`config.mk`:
```
export PLATFORM = sky130hd
export DESIGN_NAME = dadd_apb_master
export DESIGN_NICKNAME = d
export VERILOG_FILES = /design/src/rtl/dadd_apb_master_pkg.sv /design/src/rtl/dadd_apb_timeout_cnt.sv /design/src/rtl/dadd_apb_master.sv
export SDC_FILE = /design/constraint.sdc
export NUM_CORES = 1
export LEC_CHECK = 0
export CORE_MARGIN = 2
export CORE_UTILIZATION = 35
export CTS_CLUSTER_DIAMETER = 30
export DETAILED_ROUTE_END_ITERATION = 8
export PLACE_DENSITY = 0.71
export SKIP_LAST_GASP = 1
export SLEW_MARGIN = 20
export SYNTH_ARGS = -nofsm -noshare
export SYNTH_HDL_FRONTEND = slang
export SYNTH_HIERARCHICAL = 1
export SYNTH_SLANG_ARGS = --single-unit
```
`constraint.sdc`:
```
create_clock -name pclk -period 1.9 [get_ports pclk]
set_input_delay 0.475 -clock pclk [delete_from_list [all_inputs] [get_ports pclk]]
set_output_delay 0.475 -clock pclk [all_outputs]
set_load 0.05 [all_outputs]
```
`src/rtl/dadd_apb_master_pkg.sv`:
```
// Shared definitions for the dadd APB initiator: FSM encoding, response-code
// bit positions, register offsets and the wait-counter width helper.
package dadd_apb_master_pkg;

    typedef enum logic [1:0] {
        ST_IDLE   = 2'b00,
        ST_SETUP  = 2'b01,
        ST_ACCESS = 2'b10
    } apb_state_e;

    localparam int unsigned RSP_VALID_BIT   = 0;
    localparam int unsigned RSP_TIMEOUT_BIT = 1;
    localparam int unsigned RSP_CODE_W      = 2;

    localparam logic [31:0] DADD_REG_ADDR_OFFSET_0 = 32'h0000_0010;

    // A disabled timeout still needs a 1-bit counter so the ports stay legal.
    function automatic int unsigned cnt_width(input int unsigned t);
        return (t == 0) ? 1 : $clog2(t + 1);
    endfunction

endpackage

```
`src/rtl/dadd_apb_timeout_cnt.sv`:
```
// Saturating wait-state counter; hit flags the last permitted wait cycle
// before the initiator aborts the transfer.
module dadd_apb_timeout_cnt
    import dadd_apb_master_pkg::*;
#(
    parameter int unsigned TIMEOUT_CYCLES = 16
) (
    input  logic pclk,
    input  logic rst_n,
    input  logic clr,
    input  logic en,
    output logic hit
);

    localparam int unsigned CW = cnt_width(TIMEOUT_CYCLES);
    localparam logic [CW-1:0] SAT = CW'(TIMEOUT_CYCLES);
    localparam logic [CW-1:0] THR = CW'((TIMEOUT_CYCLES == 0) ? 0 : TIMEOUT_CYCLES - 1);

    logic [CW-1:0] cnt_q;
    logic [CW-1:0] cnt_d;

    always_comb begin
        cnt_d = cnt_q;
        if (clr) begin
            cnt_d = '0;
        end else if (en && (cnt_q != SAT)) begin
            cnt_d = cnt_q + 1'b1;
        end
    end

    always_ff @(posedge pclk or negedge rst_n) begin
        if (!rst_n) begin
            cnt_q <= '0;
        end else begin
            cnt_q <= cnt_d;
        end
    end

    always_comb begin
        hit = (TIMEOUT_CYCLES != 0) && (cnt_q == THR);
    end

endmodule

```
`src/rtl/dadd_apb_master.sv`:
```
// APB3 initiator: accepts one valid/ready command at a time, runs a
// SETUP/ACCESS transfer with wait states and a timeout abort.
module dadd_apb_master
    import dadd_apb_master_pkg::*;
#(
    parameter int unsigned APB_AWIDTH     = 32,
    parameter int unsigned APB_DWIDTH     = 32,
    parameter int unsigned TIMEOUT_CYCLES = 16
) (
    input  logic                  pclk,
    input  logic                  rst_n,
    input  logic                  cmd_valid,
    output logic                  cmd_ready,
    input  logic                  cmd_write,
    input  logic [APB_AWIDTH-1:0] cmd_addr,
    input  logic [APB_DWIDTH-1:0] cmd_wdata,
    output logic                  rsp_valid,
    output logic [APB_DWIDTH-1:0] rsp_rdata,
    output logic                  rsp_timeout,
    output logic                  psel,
    output logic                  penable,
    output logic                  pwrite,
    output logic [APB_AWIDTH-1:0] paddr,
    output logic [APB_DWIDTH-1:0] pwdata,
    input  logic                  pready,
    input  logic [APB_DWIDTH-1:0] prdata
);

    apb_state_e                state_q, state_d;
    logic                      psel_q, psel_d;
    logic                      penable_q, penable_d;
    logic                      pwrite_q, pwrite_d;
    logic [APB_AWIDTH-1:0]     paddr_q, paddr_d;
    logic [APB_DWIDTH-1:0]     pwdata_q, pwdata_d;
    logic [RSP_CODE_W-1:0]     rsp_code_q, rsp_code_d;
    logic [APB_DWIDTH-1:0]     rsp_rdata_q, rsp_rdata_d;

    logic accept;
    logic done;
    logic abort;
    logic to_hit;

    dadd_apb_timeout_cnt #(
        .TIMEOUT_CYCLES(TIMEOUT_CYCLES)
    ) u_timeout_cnt (
        .pclk  (pclk),
        .rst_n (rst_n),
        .clr   (accept),
        .en    ((state_q == ST_ACCESS) && !pready),
        .hit   (to_hit)
    );

    always_ff @(posedge pclk or negedge rst_n) begin
        if (!rst_n) begin
            state_q     <= ST_IDLE;
            psel_q      <= 1'b0;
            penable_q   <= 1'b0;
            pwrite_q    <= 1'b0;
            paddr_q     <= '0;
            pwdata_q    <= '0;
            rsp_code_q  <= '0;
            rsp_rdata_q <= '0;
        end else begin
            state_q     <= state_d;
            psel_q      <= psel_d;
            penable_q   <= penable_d;
            pwrite_q    <= pwrite_d;
            paddr_q     <= paddr_d;
            pwdata_q    <= pwdata_d;
            rsp_code_q  <= rsp_code_d;
            rsp_rdata_q <= rsp_rdata_d;
        end
    end

    // Completion beats the timeout when pready rises on the threshold cycle.
    always_comb begin
        state_d = state_q;
        case (state_q)
            ST_IDLE:   if (cmd_valid) state_d = ST_SETUP;
            ST_SETUP:  state_d = ST_ACCESS;
            ST_ACCESS: if (pready || to_hit) state_d = ST_IDLE;
            default:   state_d = ST_IDLE;
        endcase
    end

    // APB strobes are registered from the next state so they switch in step with it.
    always_comb begin
        cmd_ready   = (state_q == ST_IDLE);
        accept      = cmd_ready && cmd_valid;
        done        = (state_q == ST_ACCESS) && pready;
        abort       = (state_q == ST_ACCESS) && !pready && to_hit;

        psel_d      = (state_d != ST_IDLE);
        penable_d   = (state_d == ST_ACCESS);

        pwrite_d    = pwrite_q;
        paddr_d     = paddr_q;
        pwdata_d    = pwdata_q;
        if (accept) begin
            pwrite_d = cmd_write;
            paddr_d  = cmd_addr;
            pwdata_d = cmd_wdata;
        end

        rsp_code_d                  = '0;
        rsp_code_d[RSP_VALID_BIT]   = done || abort;
        rsp_code_d[RSP_TIMEOUT_BIT] = abort;

        rsp_rdata_d = rsp_rdata_q;
        if (done) begin
            rsp_rdata_d = pwrite_q ? '0 : prdata;
        end else if (abort) begin
            rsp_rdata_d = '0;
        end
    end

    assign psel        = psel_q;
    assign penable     = penable_q;
    assign pwrite      = pwrite_q;
    assign paddr       = paddr_q;
    assign pwdata      = pwdata_q;
    assign rsp_valid   = rsp_code_q[RSP_VALID_BIT];
    assign rsp_timeout = rsp_code_q[RSP_TIMEOUT_BIT];
    assign rsp_rdata   = rsp_rdata_q;

endmodule

```
==> impl_metrics.env, run 1 <==
export IMPL_status="finished clean"
export IMPL_synth_distinct_cells=25
export IMPL_syn_inst=257
export IMPL_area_delta_synth_final_pct=55.5
export IMPL_async_flop_share_pct=100
export IMPL_synth_area_leaders="dfrtp_1 (67%), mux2_2 (10%), mux2_1 (7.8%)"
export IMPL_yosys_warnings=6
export IMPL_die_area_um2=12500
export IMPL_netlist_area_um2=4060
export IMPL_multi_input_area_um2=1260
export IMPL_period_needed_ns=1.69
export IMPL_final_instance_count_excl_fill=612
export IMPL_synth_top_area_share_pct=66.5
export IMPL_setup_viol=0
export IMPL_peakVddDrop_mv=1.09
export IMPL_vias=2863
export IMPL_ys_top_cells_by_count="dfrtp_1 (108), mux2_2 (37), a22o_1 (32), mux2_1 (28), buf_2 (10)"
export IMPL_numCtsBuffers=9
export IMPL_synth_area_leader_cell="dfrtp_1"
export IMPL_rsz0062_at_grt="no"
export IMPL_ff2ff_setup_slack_ns=0.21
export IMPL_crit_reg2reg_launch="u_timeout_cnt/cnt_q[0]$_DFFE_PN0P_"
export IMPL_hp_class="in2async"
export IMPL_crit_path_end="rsp_rdata[2]$_DFFE_PN0P_"
export IMPL_grt_overflow=0
export IMPL_synth_edf_count=0
export IMPL_drtIter0Drc=90
export IMPL_root_buffer="clkbuf_16"
export IMPL_seq_area_frac_synth_pct=66.5
export IMPL_grt_total_usage_pct=16.3
export IMPL_synth_nets=361
export IMPL_ios=203
export IMPL_n_fill_cell=965
export IMPL_antenna_found_initial=0
export IMPL_worstSetupPathType="reg2reg"
export IMPL_slew_viol_final=0
export IMPL_drt_wl_total_mm=9.86
export IMPL_wl_per_cell_um=16.1
export IMPL_clock_sink_count=108
export IMPL_syn_avg_cell_area_um2=15.8
export IMPL_r2r_cells=6
export IMPL_cp_required_ns=2.17
export IMPL_clk_pin_slew_ns=0.07
export IMPL_fin_tns_setup_ns=0
export IMPL_core_area_um2=11400
export IMPL_gp_routability_congestion=0.783
export IMPL_startpoint_type="flip-flop"
export IMPL_fp_row_count=39
export IMPL_final_hold_violation_count=0
export IMPL_diodes=0
export IMPL_endpoint_kind="flip-flop"
export IMPL_yosysMostFrequentCell="dfrtp_1"
export IMPL_hpwlAfterDp_mm=7.26
export IMPL_power_density_nw_per_um2=2070
export IMPL_power_leakage_nw=2.87
export IMPL_power_mw=13.1
export IMPL_grt_max_degree=109
export IMPL_finClkSkew_ns=0.00616
export IMPL_ys_ff_latch=108
export IMPL_cts_resized_gates=0
export IMPL_drcViolationCount=0
export IMPL_firstDrtPassIters=4
export IMPL_rr_endpoint="rsp_rdata[2]$_DFFE_PN0P_"
export IMPL_die_h_um=112
export IMPL_ctsHoldBuffers=0
export IMPL_max_freq_mhz=592
export IMPL_relSlewSlack_pct=60.6
export IMPL_htreeDepth=3
export IMPL_crit_fanout=33
export IMPL_ys_flop_type="dfrtp_1"
export IMPL_initial_core_util_pct=35.7
export IMPL_dp_cells=596
export IMPL_max_cap_violations=0
export IMPL_worstSetupStartpoint="u_timeout_cnt/cnt_q[0]$_DFFE_PN0P_"
export IMPL_cts_max_path_buffers=2
export IMPL_final_nets=568
export IMPL_drive_gt1_share_pct=35.8
export IMPL_ff_latch_area_um2=2700
export IMPL_worst_pin_slew_ns=0.590
export IMPL_cts_tree="built"
export IMPL_cp_arrival_ns=1.96
export IMPL_ant_nets=0
export IMPL_first_global_vias=3100
export IMPL_stdcell_area_um2=6320
export IMPL_post_route_period_util_pct=88.9
export IMPL_grt_pass1_wl_mm=16.2
export IMPL_io_buffer_count=202
export IMPL_post_cts_buffers=0
export IMPL_clk_latency_ns=0.33
export IMPL_placedInstanceArea_um2=6050
export IMPL_avgViaCountPerCell=4.68
export IMPL_fp_dieW_um=112
## cells in the final DEF (no fill, tap or decap)
master / count
inv_1: 5
mux2i_1: 1
a22o_1: 32
ha_1: 3
nand2b_1: 4
buf_4: 106
clkinv_4: 1
mux2_1: 28
nor3b_4: 1
nand2_1: 3
clkinvlp_4: 2
clkdlybuf4s50_1: 99
a21oi_1: 1
dfrtp_1: 108
o31ai_1: 2
or2_2: 1
o21bai_2: 1
buf_12: 5
inv_6: 1
clkbuf_16: 9
and2_2: 1
nand4_1: 1
clkinv_2: 1
and2_1: 2
o2111ai_1: 1
mux2_2: 37
and3_1: 1
clkbuf_1: 2
o31a_1: 1
nor2_2: 1
a211oi_1: 1
nor2_1: 5
xor2_1: 1
mux2_4: 1
## where the power goes
group / switching [mW] / internal [mW]
combinational: 4.93 / 2.54
clock: 0.813 / 0.895
sequential: 0.566 / 3.36
## worst min-delay path by stage
stage	to	from	slack (ns)	cells past startpoint
after CTS	pwdata[3]$_DFFE_PN0P_	rst_n	0.23	2
after global placement	pwdata[29]$_DFFE_PN0P_	pwdata[29]$_DFFE_PN0P_	0.47	1
after global routing	pwdata[5]$_DFFE_PN0P_	rst_n	0.26	2
final	pwdata[5]$_DFFE_PN0P_	rst_n	0.19	2
after floorplan	paddr[0]$_DFFE_PN0P_	rst_n	0.18	0
after detailed placement	paddr[7]$_DFFE_PN0P_	paddr[7]$_DFFE_PN0P_	0.48	1
## worst max-delay path, stage by stage, from the launching register on
cell	delay [ns]
dfrtp_1	0.42
ha_1	0.24
and3_1	0.17
ha_1	0.23
o21bai_2	0.18
buf_12	0.21
a22o_1	0.18
## registers in the layout (all words and copies together), names as in the netlist
register             flops
rsp_code_q               2
penable                  1
pwrite                   1
psel                     1
rsp_rdata               32
u_timeout_cnt/cnt_q      5
pwdata                  32
state_q                  2
paddr                   32
## through the flow
stage	utilization (%)	setup WS (ns)	hold slack, ns
after global placement	53.2	0.0381	0.469
after floorplan	-	0.0315	0.179
after global routing	55.6	0.0681	0.258
final	55.6	0.210	0.187
after CTS	55.6	0.197	0.235
after detailed placement	53.2	0.0288	0.476
## layer usage
metal  global-route usage (%)  up-vias  share of wire [%]
li1                         -     1336                  -
met1                     20.3     1400                 41
met2                     27.6      109                 51
met3                     3.92       18                6.0
met4                     6.17        0                2.2
met5                        0        -                  0
## final cells by class
cell class / count / share of cell area [%]
flip-flops and latches: 108 / 42.8
repair buffers: 210 / 29.9
multi-input cells: 130 / 19.9
clock buffers: 11 / 3.68
well taps: 143 / 2.83
clock inverters: 5 / 0.594
inverters: 5 / 0.297
## kinds of logic after synthesis
family          Yosys count  share of synthesized area (%)
flops                   108                           66.5
buf+inv                  19                           2.80
compound gates           39                           8.19
xor+xnor                  1                          0.216
mux                      67                           18.6
fa+ha+maj                 3                          0.924
simple gates             20                           2.68
Note: power is estimated with default switching activity, not from simulation.
==> run 2: changes to the inputs <==
SLEW_MARGIN = default   (was 20)
==> results of run 2 <==
Final layout, timing and power as in run 1 (identical DEF).
